$ cat config.mk
export PLATFORM = sky130hd
export DESIGN_NAME = gf180mcu_osu_tie_bank
export DESIGN_NICKNAME = d
export VERILOG_FILES = /design/src/rtl/gf180mcu_osu_tie_pkg.sv /design/src/rtl/gf180mcu_osu_tie_shreg.sv /design/src/rtl/gf180mcu_osu_tie_bank.sv
export SDC_FILE = /design/constraint.sdc
export NUM_CORES = 1
export LEC_CHECK = 0
export ABC_AREA = 1
export BUFFER_PORTS_ARGS = -buffer_cell sky130_fd_sc_hd__buf_2
export CELL_PAD_IN_SITES_DETAIL_PLACEMENT = 1
export CELL_PAD_IN_SITES_GLOBAL_PLACEMENT = 1
export CORE_MARGIN = 2
export CORE_UTILIZATION = 38
export DETAILED_ROUTE_END_ITERATION = 16
export GPL_TIMING_DRIVEN = 0
export PLACE_DENSITY_LB_ADDON = 0.15
export SLEW_MARGIN = 10
export SYNTH_ARGS = -nofsm -noshare
export SYNTH_HDL_FRONTEND = slang
export SYNTH_SLANG_ARGS = --single-unit
$ cat constraint.sdc
create_clock -name CLK -period 1.6 [get_ports CLK]
set_clock_uncertainty 0.15 [all_clocks]
set_input_delay 0.08 -clock CLK [delete_from_list [all_inputs] [get_ports CLK]]
set_output_delay 0.08 -clock CLK [all_outputs]
set_load 0.02 [all_outputs]
$ cat src/rtl/gf180mcu_osu_tie_pkg.sv
// Shared types and sizing helpers for the programmable tie bank.
// Lock states, counter width and the WIDTH legality guard.
`ifndef GF180MCU_OSU_TIE_PKG_SV
`define GF180MCU_OSU_TIE_PKG_SV

`define TIE_WIDTH_CHECK(w) \
    if ((w) < 1 || (w) > 64) begin : g_bad_width \
        $error("gf180mcu_osu_tie: WIDTH out of range 1..64"); \
    end

package gf180mcu_osu_tie_pkg;

    typedef enum logic {
        TB_UNLOCKED = 1'b0,
        TB_LOCKED   = 1'b1
    } lock_state_e;

    function automatic int tie_cnt_w(input int width);
        return $clog2(width + 1);
    endfunction

endpackage

`endif

$ cat src/rtl/gf180mcu_osu_tie_shreg.sv
// Serial config shift register with a saturating shift counter.
// The counter reports full once WIDTH bits have been shifted in.
module gf180mcu_osu_tie_shreg
    import gf180mcu_osu_tie_pkg::*;
#(
    parameter int               WIDTH   = 8,
    parameter logic [WIDTH-1:0] TIE_VAL = {WIDTH{1'b1}}
) (
    input  logic             clk_i,
    input  logic             rst_i,
    input  logic             shift_i,
    input  logic             si_i,
    input  logic             clear_i,
    output logic [WIDTH-1:0] shreg_o,
    output logic             cnt_full_o
);

    localparam int CNT_W = tie_cnt_w(WIDTH);

    logic [WIDTH-1:0] shreg_q, shreg_d;
    logic [WIDTH-1:0] shifted;
    logic [CNT_W-1:0] cnt_q, cnt_d;
    logic             full;

    if (WIDTH == 1) begin : g_w1
        assign shifted = si_i;
    end else begin : g_wn
        assign shifted = {shreg_q[WIDTH-2:0], si_i};
    end

    assign full = (cnt_q == CNT_W'(WIDTH));

    // A shift wins over clear so a colliding commit keeps counting.
    always_comb begin
        shreg_d = shreg_q;
        cnt_d   = cnt_q;
        if (shift_i) begin
            shreg_d = shifted;
            if (!full) begin
                cnt_d = cnt_q + CNT_W'(1);
            end
        end else if (clear_i) begin
            cnt_d = '0;
        end
    end

    always_ff @(posedge clk_i) begin
        if (rst_i) begin
            shreg_q <= TIE_VAL;
            cnt_q   <= '0;
        end else begin
            shreg_q <= shreg_d;
            cnt_q   <= cnt_d;
        end
    end

    assign shreg_o    = shreg_q;
    assign cnt_full_o = full;

endmodule

$ cat src/rtl/gf180mcu_osu_tie_bank.sv
// Programmable tie-high/tie-low bank with serial load, commit and lock.
// Y only moves at reset or on an accepted full-length commit.
module gf180mcu_osu_tie_bank
    import gf180mcu_osu_tie_pkg::*;
#(
    parameter int               WIDTH   = 8,
    parameter logic [WIDTH-1:0] TIE_VAL = {WIDTH{1'b1}}
) (
    input  logic             CLK,
    input  logic             RST,
    input  logic             SI,
    input  logic             SEN,
    input  logic             UPD,
    input  logic             LOCK_REQ,
    output logic [WIDTH-1:0] Y,
    output logic             SO,
    output logic             ERR,
    output logic             LOCKED
);

    `TIE_WIDTH_CHECK(WIDTH)

    lock_state_e      state_q, state_d;
    logic [WIDTH-1:0] y_q, y_d;
    logic             err_q, err_d;
    logic [WIDTH-1:0] shreg;
    logic             cnt_full;
    logic             unlocked;
    logic             shift;
    logic             commit;
    logic             accept;

    assign unlocked = (state_q == TB_UNLOCKED);
    assign shift    = unlocked & SEN;
    assign commit   = unlocked & UPD & ~SEN;
    assign accept   = commit & cnt_full;

    gf180mcu_osu_tie_shreg #(
        .WIDTH   (WIDTH),
        .TIE_VAL (TIE_VAL)
    ) u_shreg (
        .clk_i      (CLK),
        .rst_i      (RST),
        .shift_i    (shift),
        .si_i       (SI),
        .clear_i    (commit),
        .shreg_o    (shreg),
        .cnt_full_o (cnt_full)
    );

    // Any UPD that is not accepted (short, collision, locked) flags ERR.
    always_comb begin
        state_d = state_q;
        y_d     = y_q;
        err_d   = err_q;
        if (accept) begin
            y_d = shreg;
        end
        if (UPD) begin
            err_d = ~accept;
        end
        if (unlocked && LOCK_REQ) begin
            state_d = TB_LOCKED;
        end
    end

    always_ff @(posedge CLK) begin
        if (RST) begin
            state_q <= TB_UNLOCKED;
            y_q     <= TIE_VAL;
            err_q   <= 1'b0;
        end else begin
            state_q <= state_d;
            y_q     <= y_d;
            err_q   <= err_d;
        end
    end

    assign Y      = y_q;
    assign SO     = shreg[WIDTH-1];
    assign ERR    = err_q;
    assign LOCKED = (state_q == TB_LOCKED);

endmodule

==> key figures, run 1 <==
Run status
  • Outcome: finished clean

Clock network
  • Clk Latency, worst-skew pair: 0.31 ns
  • CTS root buffer: clkbuf_4
  • H-tree Lvls: 1
  • Clk sinks: 22
  • Clock Path Buffers: 2
  • Clock buffer count from CTS: 3
  • PostCTS Resize Cnt: 0
  • CTS tree: built
  • Clk slew on worst S/H paths: 0.13 ns

Routing
  • Total Wirelength: 2029 µm
  • WL/cell: 11.94 µm
  • Via density: 4.753
  • DRT antenna net count: 0
  • DRC: 0
  • Via Count: 808
  • Initial DRC Count: 9
  • Detailed Routing Iterations Pass 1: 3

Floorplan
  • Row count: 17
  • Initial core utilization: 41.01%
  • Die area: 2844 µm²
  • CORE AREA: 2255 µm²
  • Die height: 53.33 µm
  • Die Width: 53.33 µm
  • # IOs: 17

Timing
  • Hold WS: 0.02319 ns
  • Fmax: 687.1 MHz
  • Slew HR: 68.56%
  • Slew Viols, Final: 0
  • Final hold vios: 0
  • Final Cycle Share: 90.97%
  • RSZ-0062 raised after global routing: false
  • Post-route setup TNS: 0 ns
  • Worst-Margin Slew: 0.4715 ns
  • Final Critical Period: 1.455 ns
  • Finish-stage setup viols: 0

Critical path
  • CP Capture Type: register
  • Critical Path RT: 1.65 ns
  • Critical Path Source: u_shreg.cnt_q[0]
  • Largest fanout on the critical path: 6
  • Worst r2r path cells: 7
  • WS Path Type: register to register
  • Crit start category: register
  • R2R Path Start: u_shreg.cnt_q[0]
  • Crit path DAT: 1.50 ns
  • R2R Setup Slk: 0.14 ns
  • CP endpoint: Y[5]
  • Reg-to-reg critical path endpoint: Y[5]

Power
  • P per Cell Area: 1010 nW/µm²
  • Maximum VDD drop: 0.4055 mV
  • P_leak: 0.0005662 µW
  • Total Power: 1159 µW

Layout
  • Final net count: 151
  • Fin cells: 170
  • Core Util, Final: 50.89%
  • N_diodes: 0
  • P&R area growth vs syn: 24.09%
  • Layout cell share with drive strength beyond 1: 25.35%
  • FILL cells: 281

Synthesis
  • Synth area leaders: dfxtp_1 48%, nand2_1 18%, nand3_1 8.7%
  • Share of the synthesized area in the top cell type: 47.63%
  • Syn Inst Count: 116
  • Post-synth top area cell: dfxtp_1
  • Synthesized area: 924.6 µm²
  • Synth unique cells: 21
  • Seq cells post-synth: 22
  • Syn avg cell area: 7.971 µm²
  • Synth warn: 0
  • Sequential-to-total area share from yosys stat: 47.63%
  • Post-Syn Nets: 124

Place
  • Port-buffer cells: 16
  • Placer Congestion: 0.7270
  • Detailed placement HPWL: 1426 µm
  • Placed Cells: 160

GRT
  • Initial antenna violation count: 0
  • GRT overflow: 0
  • All-Layer GR Usage: 16.67%
  • First-pass GRT wire length: 3408 µm
  • Number of global-route vias before repair: 776
  • Pin count of the biggest net entering global routing: 14

Flow run
  • Max-cap violations: 0

Min path
  • Worst min path class: primary input to register
## where the power goes
part | leakage (µW) | internal, µW | switching [µW]
combinational | 0.000358 | 52.8 | 79.7
clock | 0.0000279 | 253 | 180
sequential | 0.000181 | 572 | 20.7
total | 0.000566 | 878 | 281
## worst min-delay path by stage
stage	from	endpoint	slack (ns)	depth (start not counted)
2_1_floorplan	RST	LOCKED	0.002	1
3_3_place_gp	RST	LOCKED	0.11	2
3_5_place_dp	RST	LOCKED	0.11	2
4_1_cts	SEN	ERR	0.03	5
5_1_grt	SEN	ERR	0.03	5
6_report	SEN	ERR	0.02	5
## logic make-up (layout without fill, tap and decap cells)
kind of cell | after synthesis | in the layout | share of synthesized area, %
AOI/OAI and AO/OA | 3 | 3 | 1.623
adders and majority gates | 2 | 2 | 2.706
buffers and inverters | 11 | 37 | 6.630
DFF | 22 | 22 | 47.63
and+or+nand+nor | 78 | 78 | 41.41
## through the flow
step,cell area [µm²],setup slack (ns)
after floorplan,924.6,0.2812
after global placement,1040,0.1310
after detailed placement,1040,0.1193
after CTS,1132,0.1013
after global routing,1147,0.04046
final,1147,0.1446
## area by class of cell
cell class / count / area [µm²] / area share (%)
Buffer: 3 / 28.78 / 2.508
Inverter: 8 / 32.53 / 2.835
Timing Repair Buffer: 22 / 135.1 / 11.78
Sequential cell: 22 / 440.4 / 38.39
Clock inverter: 1 / 30.03 / 2.617
Clock buffer: 3 / 22.52 / 1.963
Multi-Input combinational cell: 83 / 422.9 / 36.86
Tap cell: 28 / 35.03 / 3.053
## critical path: stages, from the launching register on
cell     delay [ns]
dfxtp_1        0.41
inv_1          0.09
ha_1           0.23
nand3_4        0.12
nor2_8         0.05
buf_4          0.15
nand2_1        0.06
nand3_1        0.07
## synth_stat cells
cell type / n
nand2_4: 1
nor2_8: 1
a21oi_1: 2
buf_6: 1
inv_2: 3
nand2_2: 2
inv_1: 4
nor2_1: 8
nor2_4: 1
clkbuf_1: 1
nor2_2: 1
o21ai_0: 1
nor3_1: 1
nand3_1: 16
nand2_1: 44
ha_1: 2
dfxtp_1: 22
clkbuf_8: 1
nand3_4: 2
inv_4: 1
nand4_1: 1
## state kept, by name (all words and copies together) (netlist names)
signal           flops
ERR                  1
LOCKED               1
Y                    8
u_shreg.cnt_q        4
u_shreg.shreg_o      8
## repair_timing
item / in CTS / in global routing
hold endpoints to repair: 3 / 0
setup endpoints to repair: 0 / 2
setup buffers: 0 / 2
hold buffers: 4 / 0
## cell usage in the layout (no fill, tap or decap), types with 2 or more instances in the layout
master / instances
clkbuf_4: 3
nand3_1: 16
inv_1: 4
inv_2: 3
buf_2: 16
nand2_2: 2
ha_1: 2
nand2_1: 44
nor2_1: 8
buf_4: 2
nand3_4: 2
dfxtp_1: 22
dlygate4sd3_1: 4
a21oi_1: 2
## metal layers
layer	vias up	wire length, µm	global-route usage [%]
met5	-	0	0
met4	0	14	6.410
met3	2	58	2.542
met2	10	990	29.22
met1	380	965	20.14
li1	416	-	-
(Power assumes the default switching activity.)
==> inputs of run 2 (changes only) <==
--- a/config.mk
+++ b/config.mk
@@ -5,13 +5,13 @@
 export SDC_FILE = /design/constraint.sdc
 export NUM_CORES = 1
 export LEC_CHECK = 0
-export ABC_AREA = 1
 export BUFFER_PORTS_ARGS = -buffer_cell sky130_fd_sc_hd__buf_2
 export CELL_PAD_IN_SITES_DETAIL_PLACEMENT = 1
 export CELL_PAD_IN_SITES_GLOBAL_PLACEMENT = 1
 export CORE_MARGIN = 2
-export CORE_UTILIZATION = 38
+export CORE_UTILIZATION = 39
 export DETAILED_ROUTE_END_ITERATION = 16
+export GPL_ROUTABILITY_DRIVEN = 0
 export GPL_TIMING_DRIVEN = 0
 export PLACE_DENSITY_LB_ADDON = 0.15
 export SLEW_MARGIN = 10
==> run 2 against run 1 <==
Net effect: design area is 3.8% higher; highest routed layer unchanged; register-to-register slack worse by 0.11 ns; non-clock buffer count is 3 higher; critical path depth is 2 lower.
==> key figures, run 2 <==
Clock network
  • CTS tree: built (unchanged)
  • Clk slew on worst S/H paths: 0.13 ns (about the same)
  • CTS root buffer: clkbuf_4 (unchanged)
  • Clock buffer count from CTS: 3 (unchanged)
  • Clock Path Buffers: 2 (unchanged)
  • Clk sinks: 22 (unchanged)
  • H-tree Lvls: 1 (unchanged)
  • Clk Latency, worst-skew pair: 0.31 ns (about the same)

Routing
  • WL/cell: 15.53 µm (was 11.94 µm)
  • Via density: 5.318 (was 4.753)
  • Via Count: 819 (was 808)
  • Detailed Routing Iterations Pass 1: 4 (was 3)
  • Total Wirelength: 2392 µm (was 2029 µm)
  • DRC: 0 (unchanged)
  • DRT antenna net count: 0 (unchanged)
  • Initial DRC Count: 12 (was 9)

Layout
  • Final net count: 135 (was 151)
  • N_diodes: 0 (unchanged)
  • P&R area growth vs syn: 30.41% (was 24.09%)
  • Most common library cell in the layout ignoring fill and taps: dfxtp_1 (was nand2_1)
  • Layout cell share with drive strength beyond 1: 28.57% (was 25.35%)
  • FILL cells: 268 (was 281)
  • Commonest non-fill, non-tap cells in the layout: 19 x dfxtp_1, 17 x nand2_1, 17 x buf_2 (was 44 x nand2_1, 22 x dfxtp_1, 16 x nand3_1, 16 x buf_2, 8 x nor2_1)
  • Final Instance Area: 1191 µm² (was 1147 µm²)

Synthesis
  • Syn avg cell area: 9.320 µm² (was 7.971 µm²)
  • Largest family of logic cells by synthesized area: simple AND/OR/NAND/NOR gates (unchanged)
  • Adder-cell share of the synthesized area: 2.740% (was 2.706%)
  • Synth area leaders: dfxtp_1 48%, nand3b_1 8.2%, a211o_1 7.7% (was dfxtp_1 48%, nand2_1 18%, nand3_1 8.7%)
  • Synth unique cells: 25 (was 21)
  • XOR/XNOR Fraction of Synth Area: 0% (unchanged)
  • Top cells by count, synth: 22 x dfxtp_1, 17 x nand2_1, 10 x nand3b_1 (was 44 x nand2_1, 22 x dfxtp_1, 16 x nand3_1)
  • Most used DFF post-synth: dfxtp_1 (unchanged)
  • Multiplexer share of the synthesized area: 0% (unchanged)
  • Synth warn: 0 (unchanged)
  • Synthesized area: 913.4 µm² (was 924.6 µm²)
  • Sequential-to-total area share from yosys stat: 48.22% (was 47.63%)
  • Post-Syn Nets: 106 (was 124)
  • Seq cells post-synth: 22 (unchanged)
  • Compound-Gate Fraction of Synth Area: 13.42% (was 1.624%)
  • Simple-Gate Fraction of Synth Area: 32.33% (was 41.41%)
  • Leading cell type by number of instances after synthesis: dfxtp_1 (was nand2_1)
  • Number of synthesized flops with an enable pin: 0 (unchanged)
  • Share of flip-flops with an asynchronous set or reset: 0% (unchanged)
  • Post-synth top area cell: dfxtp_1 (unchanged)
  • Syn Inst Count: 98 (was 116)
  • Share of the synthesized area in the top cell type: 48.22% (was 47.63%)

Timing
  • Final Critical Period: 1.561 ns (was 1.455 ns)
  • Final hold vios: 0 (unchanged)
  • Finish-stage setup viols: 0 (unchanged)
  • Fmax: 640.5 MHz (was 687.1 MHz)
  • PnR worst setup slack: 0.03867 ns (was 0.1446 ns)
  • RSZ-0062 raised after global routing: true (was false)
  • Final Cycle Share: 97.58% (was 90.97%)
  • Worst-Margin Slew: 0.4377 ns (was 0.4715 ns)
  • Post-route setup TNS: 0 ns (unchanged)
  • Slew HR: 70.79% (was 68.56%)
  • Hold WS: 0.1292 ns (was 0.02319 ns)
  • Slew Viols, Final: 0 (unchanged)

Power
  • P per Cell Area: 959.1 nW/µm² (was 1010 nW/µm²)
  • Clock power frac: 37.6% (was 37.4%)
  • Sw Share: 22.92% (was 24.23%)
  • Maximum VDD drop: 0.5079 mV (was 0.4055 mV)
  • Int Pwr: 880.5 µW (was 877.8 µW)
  • Total Power: 1142 µW (was 1159 µW)
  • Sequential Power Share: 51.3% (was 51.1%)
  • Combinational Power Share: 11.1% (was 11.4%)
  • NetSw: 261.9 µW (was 280.8 µW)
  • P_leak: 0.0005217 µW (was 0.0005662 µW)

GRT
  • Initial antenna violation count: 0 (unchanged)
  • GRT overflow: 0 (unchanged)
  • Number of global-route vias before repair: 774 (was 776)
  • First-pass GRT wire length: 3691 µm (was 3408 µm)
  • Pin count of the biggest net entering global routing: 14 (unchanged)
  • All-Layer GR Usage: 18.56% (was 16.67%)

Place
  • Dpl cell area: 1032 µm² (was 1040 µm²)
  • Pre-CTS setup slack: -0.1254 ns (was 0.1193 ns)
  • Detailed placement HPWL: 1515 µm (was 1426 µm)
  • Port-buffer cells: 16 (unchanged)

Critical path
  • CP Capture Type: register (unchanged)
  • R2R Path Start: u_shreg.cnt_q[0] (unchanged)
  • Critical Path Source: u_shreg.cnt_q[0] (unchanged)
  • Largest fanout on the critical path: 4 (was 6)
  • R2R Setup Slk: 0.04 ns (was 0.14 ns)
  • Slowest Stage Delay on Critical Path: 0.46 ns (was 0.41 ns)
  • WS Path Type: register to register (unchanged)
  • Critical path, cell by cell: inv_2, ha_4, and4b_4, or4b_1, a21oi_1 (was inv_1, ha_1, nand3_4, nor2_8, buf_4, nand2_1, nand3_1)
  • Critical-path top delay cell: or4b_1 (was dfxtp_1)
  • Crit start category: register (unchanged)
  • Critical Path RT: 1.69 ns (was 1.65 ns)
  • Crit path DAT: 1.65 ns (was 1.50 ns)

Floorplan
  • # IOs: 17 (unchanged)
  • Row count: 17 (unchanged)
  • Die height: 52.40 µm (was 53.33 µm)
  • Die area: 2745 µm² (was 2844 µm²)
  • Initial core utilization: 41.29% (was 41.01%)
  • Die Width: 52.40 µm (was 53.33 µm)
  • CORE AREA: 2212 µm² (was 2255 µm²)

Flow run
  • Max-cap violations: 0 (unchanged)

Run status
  • Outcome: finished clean (unchanged)

Min path
  • Worst Min Path Start: SEN (unchanged)
  • Worst min path class: primary input to register (unchanged)
==> run 2: kinds of logic (layout without fill, tap and decap cells) <==
logic type / count (synthesis) / count (layout)
AO/OA/AOI/OAI: 17 / 17
AND/OR/NAND/NOR: 50 / 51
flip-flops: 22 / 22
adder cells (fa/ha/maj): 2 / 2
buffers and inverters: 7 / 34
==> run 2: worst paths after layout <==
| check | end | cells past startpoint |
|---|---|---|
| worst max-delay path | u_shreg.cnt_q[1] | 5 |
| worst min register to register | Y[3] | 1 |
| worst max register to register | u_shreg.cnt_q[1] | 5 |
| worst min-delay path | u_shreg.shreg_o[7] | 5 |
==> run 2: critical path, delay by kind of cell, from the launching register on <==
kind	cells	cell delay [ns]
AND/OR/NAND/NOR	2	0.66
AO/OA/AOI/OAI	1	0.12
flip-flops	1	0.35
adder cells (fa/ha/maj)	1	0.16
buffers and inverters	1	0.05
==> run 2: layer usage <==
metal  vias up  global-route usage, %  wire, µm  part of all wire [%]
li1        407                      -         -                     -
met1       394                  23.23      1102                    46
met2        13                  31.67      1195                    50
met3         5                  2.571        60                   2.5
met4         0                  7.692        33                   1.4
met5         -                      0         0                     0
==> run 2: cell type report <==
cell class	instances	area, µm²	area share (%)
Buffer	4	23.77	1.996
Clock buffer	3	22.52	1.891
Clock inverter	1	30.03	2.521
Inverter	2	7.507	0.6303
Multi-Input combinational cell	70	475.5	39.92
Sequential cell	22	446.7	37.50
Tap cell	28	35.03	2.941
Timing Repair Buffer	24	150.1	12.61
==> run 2: repair_timing <==
| action | in CTS | in global routing |
|---|---|---|
| pin swaps | 3 | 1 |
| setup endpoints to repair | 9 | 9 |
| gates cloned | 0 | 1 |
| gates resized for setup | 6 | 4 |
| hold buffers | 4 | 0 |
| endpoints found under the hold margin | 5 | 0 |
| setup buffers | 2 | 2 |
==> run 2: metrics by stage <==
stage / instances / util, %
5_1_grt: 154 / 53.85
4_1_cts: 151 / 52.15
6_report: 154 / 53.85
2_1_floorplan: 98 / -
3_3_place_gp: 142 / 46.66
3_5_place_dp: 142 / 46.66
==> run 2: power groups by stage <==
stage	Clock, µW	Sequential, µW	Combinational, µW
6_report	429	586	127
5_1_grt	466	589	142
4_1_cts	438	587	114
3_5_place_dp	0	599	96.5
3_3_place_gp	0	598	93.0
2_1_floorplan	0	602	58.1
==> inputs of run 3 (changes only) <==
==> constraint.sdc (replaced) <==
create_clock -name CLK -period 1.6 [get_ports CLK]
set_clock_uncertainty 0.15 [all_clocks]
set_input_delay 0.32 -clock CLK [delete_from_list [all_inputs] [get_ports CLK]]
set_output_delay 0.32 -clock CLK [all_outputs]
set_load 0.02 [all_outputs]
==> run 3 against run 2 <==
Net effect: worst setup slack lost 0.037 ns; non-clock buffer count shrank 4; clock power up 0.9%; total power is 0.41% lower; first-iteration DRC count shrank 58%; flip-flop and latch count unchanged; routed wire length fell by 0.88%; hold slack worse by 0.074 ns; via count is 2.0% lower; core utilization shrank 2.0 points; critical path depth stayed put.
==> key figures, run 3 (synthesis results as in run 2) <==
Run status
  • Outcome: finished clean (unchanged)

Layout
  • Commonest non-fill, non-tap cells in the layout: 19 x dfxtp_1, 17 x nand2_1, 17 x buf_2 (unchanged)
  • P&R area growth vs syn: 25.62% (was 30.41%)
  • Area of the multi-input gates: 475.5 µm² (unchanged)
  • Most common library cell in the layout ignoring fill and taps: dfxtp_1 (unchanged)
  • Core Util, Final: 51.87% (was 53.85%)
  • Final net count: 131 (was 135)
  • FILL cells: 267 (was 268)
  • Register area: 446.7 µm² (unchanged)
  • N_diodes: 0 (unchanged)
  • Layout cell share with drive strength beyond 1: 29.51% (was 28.57%)
  • Fin cells: 150 (was 154)

Clock network
  • Clk Latency, worst-skew pair: 0.31 ns (about the same)
  • CTS tree: built (unchanged)
  • H-tree Lvls: 1 (unchanged)
  • Clock buffer count from CTS: 3 (unchanged)
  • CTS root buffer: clkbuf_4 (unchanged)
  • Clk sinks: 22 (unchanged)
  • Clock Path Buffers: 2 (unchanged)
  • Hold bufs inserted after CTS: 0 (was 4)
  • Clk slew on worst S/H paths: 0.12 ns (was 0.13 ns)

Timing
  • Final hold vios: 0 (unchanged)
  • Fmax: 625.8 MHz (was 640.5 MHz)
  • Finish-stage setup viols: 0 (unchanged)
  • RSZ-0062 raised after global routing: true (unchanged)
  • Slew HR: 70.18% (was 70.79%)
  • Final Cycle Share: 99.87% (was 97.58%)
  • Final Critical Period: 1.598 ns (was 1.561 ns)
  • Worst-Margin Slew: 0.4472 ns (was 0.4377 ns)
  • Slew Viols, Final: 0 (unchanged)

Place
  • Port-buffer cells: 16 (unchanged)
  • Placed Cells: 142 (unchanged)
  • Detailed placement HPWL: 1515 µm (unchanged)

Routing
  • DRC: 0 (unchanged)
  • Via density: 5.353 (was 5.318)
  • Via Count: 803 (was 819)
  • DRT antenna net count: 0 (unchanged)
  • Initial DRC Count: 5 (was 12)
  • Detailed Routing Iterations Pass 1: 4 (unchanged)
  • WL/cell: 15.81 µm (was 15.53 µm)
  • Total Wirelength: 2371 µm (was 2392 µm)

Floorplan
  • CORE AREA: 2212 µm² (unchanged)
  • Row count: 17 (unchanged)
  • Initial core utilization: 41.29% (unchanged)
  • Die height: 52.40 µm (unchanged)
  • # IOs: 17 (unchanged)
  • Die area: 2745 µm² (unchanged)
  • Die Width: 52.40 µm (unchanged)

Critical path
  • CP Capture Type: register (unchanged)
  • Crit start category: register (unchanged)
  • Crit path DAT: 1.69 ns (was 1.65 ns)
  • WS Path Type: register to register (unchanged)
  • Largest fanout on the critical path: 4 (unchanged)
  • Critical Path RT: 1.69 ns (about the same)

GRT
  • Initial antenna violation count: 0 (unchanged)
  • GRT overflow: 0 (unchanged)
  • Pin count of the biggest net entering global routing: 14 (unchanged)
  • First-pass GRT wire length: 3615 µm (was 3691 µm)
  • Number of global-route vias before repair: 761 (was 774)
  • All-Layer GR Usage: 18.27% (was 18.56%)

Power
  • P per Cell Area: 991.6 nW/µm² (was 959.1 nW/µm²)
  • Maximum VDD drop: 0.5075 mV (was 0.5079 mV)
  • P_leak: 0.0005036 µW (was 0.0005217 µW)

Flow run
  • Max-cap violations: 0 (unchanged)

Min path
  • Worst min path class: primary input to register (unchanged)
-- run 3: changes by cell type in the layout (fill, tap and decap cells not counted) --
cell,before,now
dlygate4sd3_1,4,0
buf_4,4,5
buf_6,1,0
-- run 3: area by class of cell --
type                            instances  area share, %
Inverter                                2         0.6543
Multi-Input combinational cell         70          41.44
Timing Repair Buffer                   20          9.597
Clock inverter                          1          2.617
Sequential cell                        22          38.93
Tap cell                               28          3.053
Clock buffer                            3          1.963
Buffer                                  4          1.745
-- run 3: final timing paths --
| kind | to | slack [ns] | start | cells past startpoint |
|---|---|---|---|---|
| setup / recovery | u_shreg.cnt_q[1] | 0.002 | u_shreg.cnt_q[0] | 5 |
| hold / removal | LOCKED | 0.06 | LOCK_REQ | 3 |
| setup reg to reg | u_shreg.cnt_q[1] | 0.002 | u_shreg.cnt_q[0] | 5 |
| hold reg to reg | Y[3] | 0.33 | Y[3] | 1 |
-- run 3: what timing repair did --
action	in CTS	in global routing
resized for setup	6	3
endpoints found under the setup margin	9	9
cloned	0	1
pin swaps	3	1
buffers inserted	2	2
-- run 3: worst max-delay path, stage by stage, from the launching register on --
cell and delay, ns:
dfxtp_2 0.35, inv_2 0.05, ha_4 0.17, and4b_4 0.20, or4b_1 0.46, a21oi_1 0.14
-- run 3: power by group --
group	leakage, µW	switching [µW]	internal [µW]
combinational	0.000294	68.6	49.7
sequential	0.000182	16.6	570
clock	0.0000279	180	253
total	0.000504	265	873
-- run 3: metal layers --
layer | global-route usage (%) | share of wire [%] | vias to the layer above
met5 | 0 | 0 | -
met4 | 7.692 | 1.5 | 0
met3 | 2.571 | 2.1 | 5
met2 | 31.46 | 50 | 11
met1 | 22.56 | 46 | 389
li1 | - | - | 398
-- run 3: per-stage QoR --
| step | area [µm²] | power [µW] | TNS [ns] | hold slack (ns) | setup WS, ns |
|---|---|---|---|---|---|
| 2_1_floorplan | 917.1 | 659.7 | 0 | 0.2643 | 0.02724 |
| 3_3_place_gp | 1032 | 691.3 | -1.407 | 0.2871 | -0.1778 |
| 3_5_place_dp | 1032 | 696.0 | -1.570 | 0.2987 | -0.2010 |
| 4_1_cts | 1114 | 1131 | 0 | 0.05614 | 0.005939 |
| 5_1_grt | 1147 | 1186 | -0.05442 | 0.07029 | -0.05442 |
| 6_report | 1147 | 1138 | 0 | 0.05509 | 0.002012 |
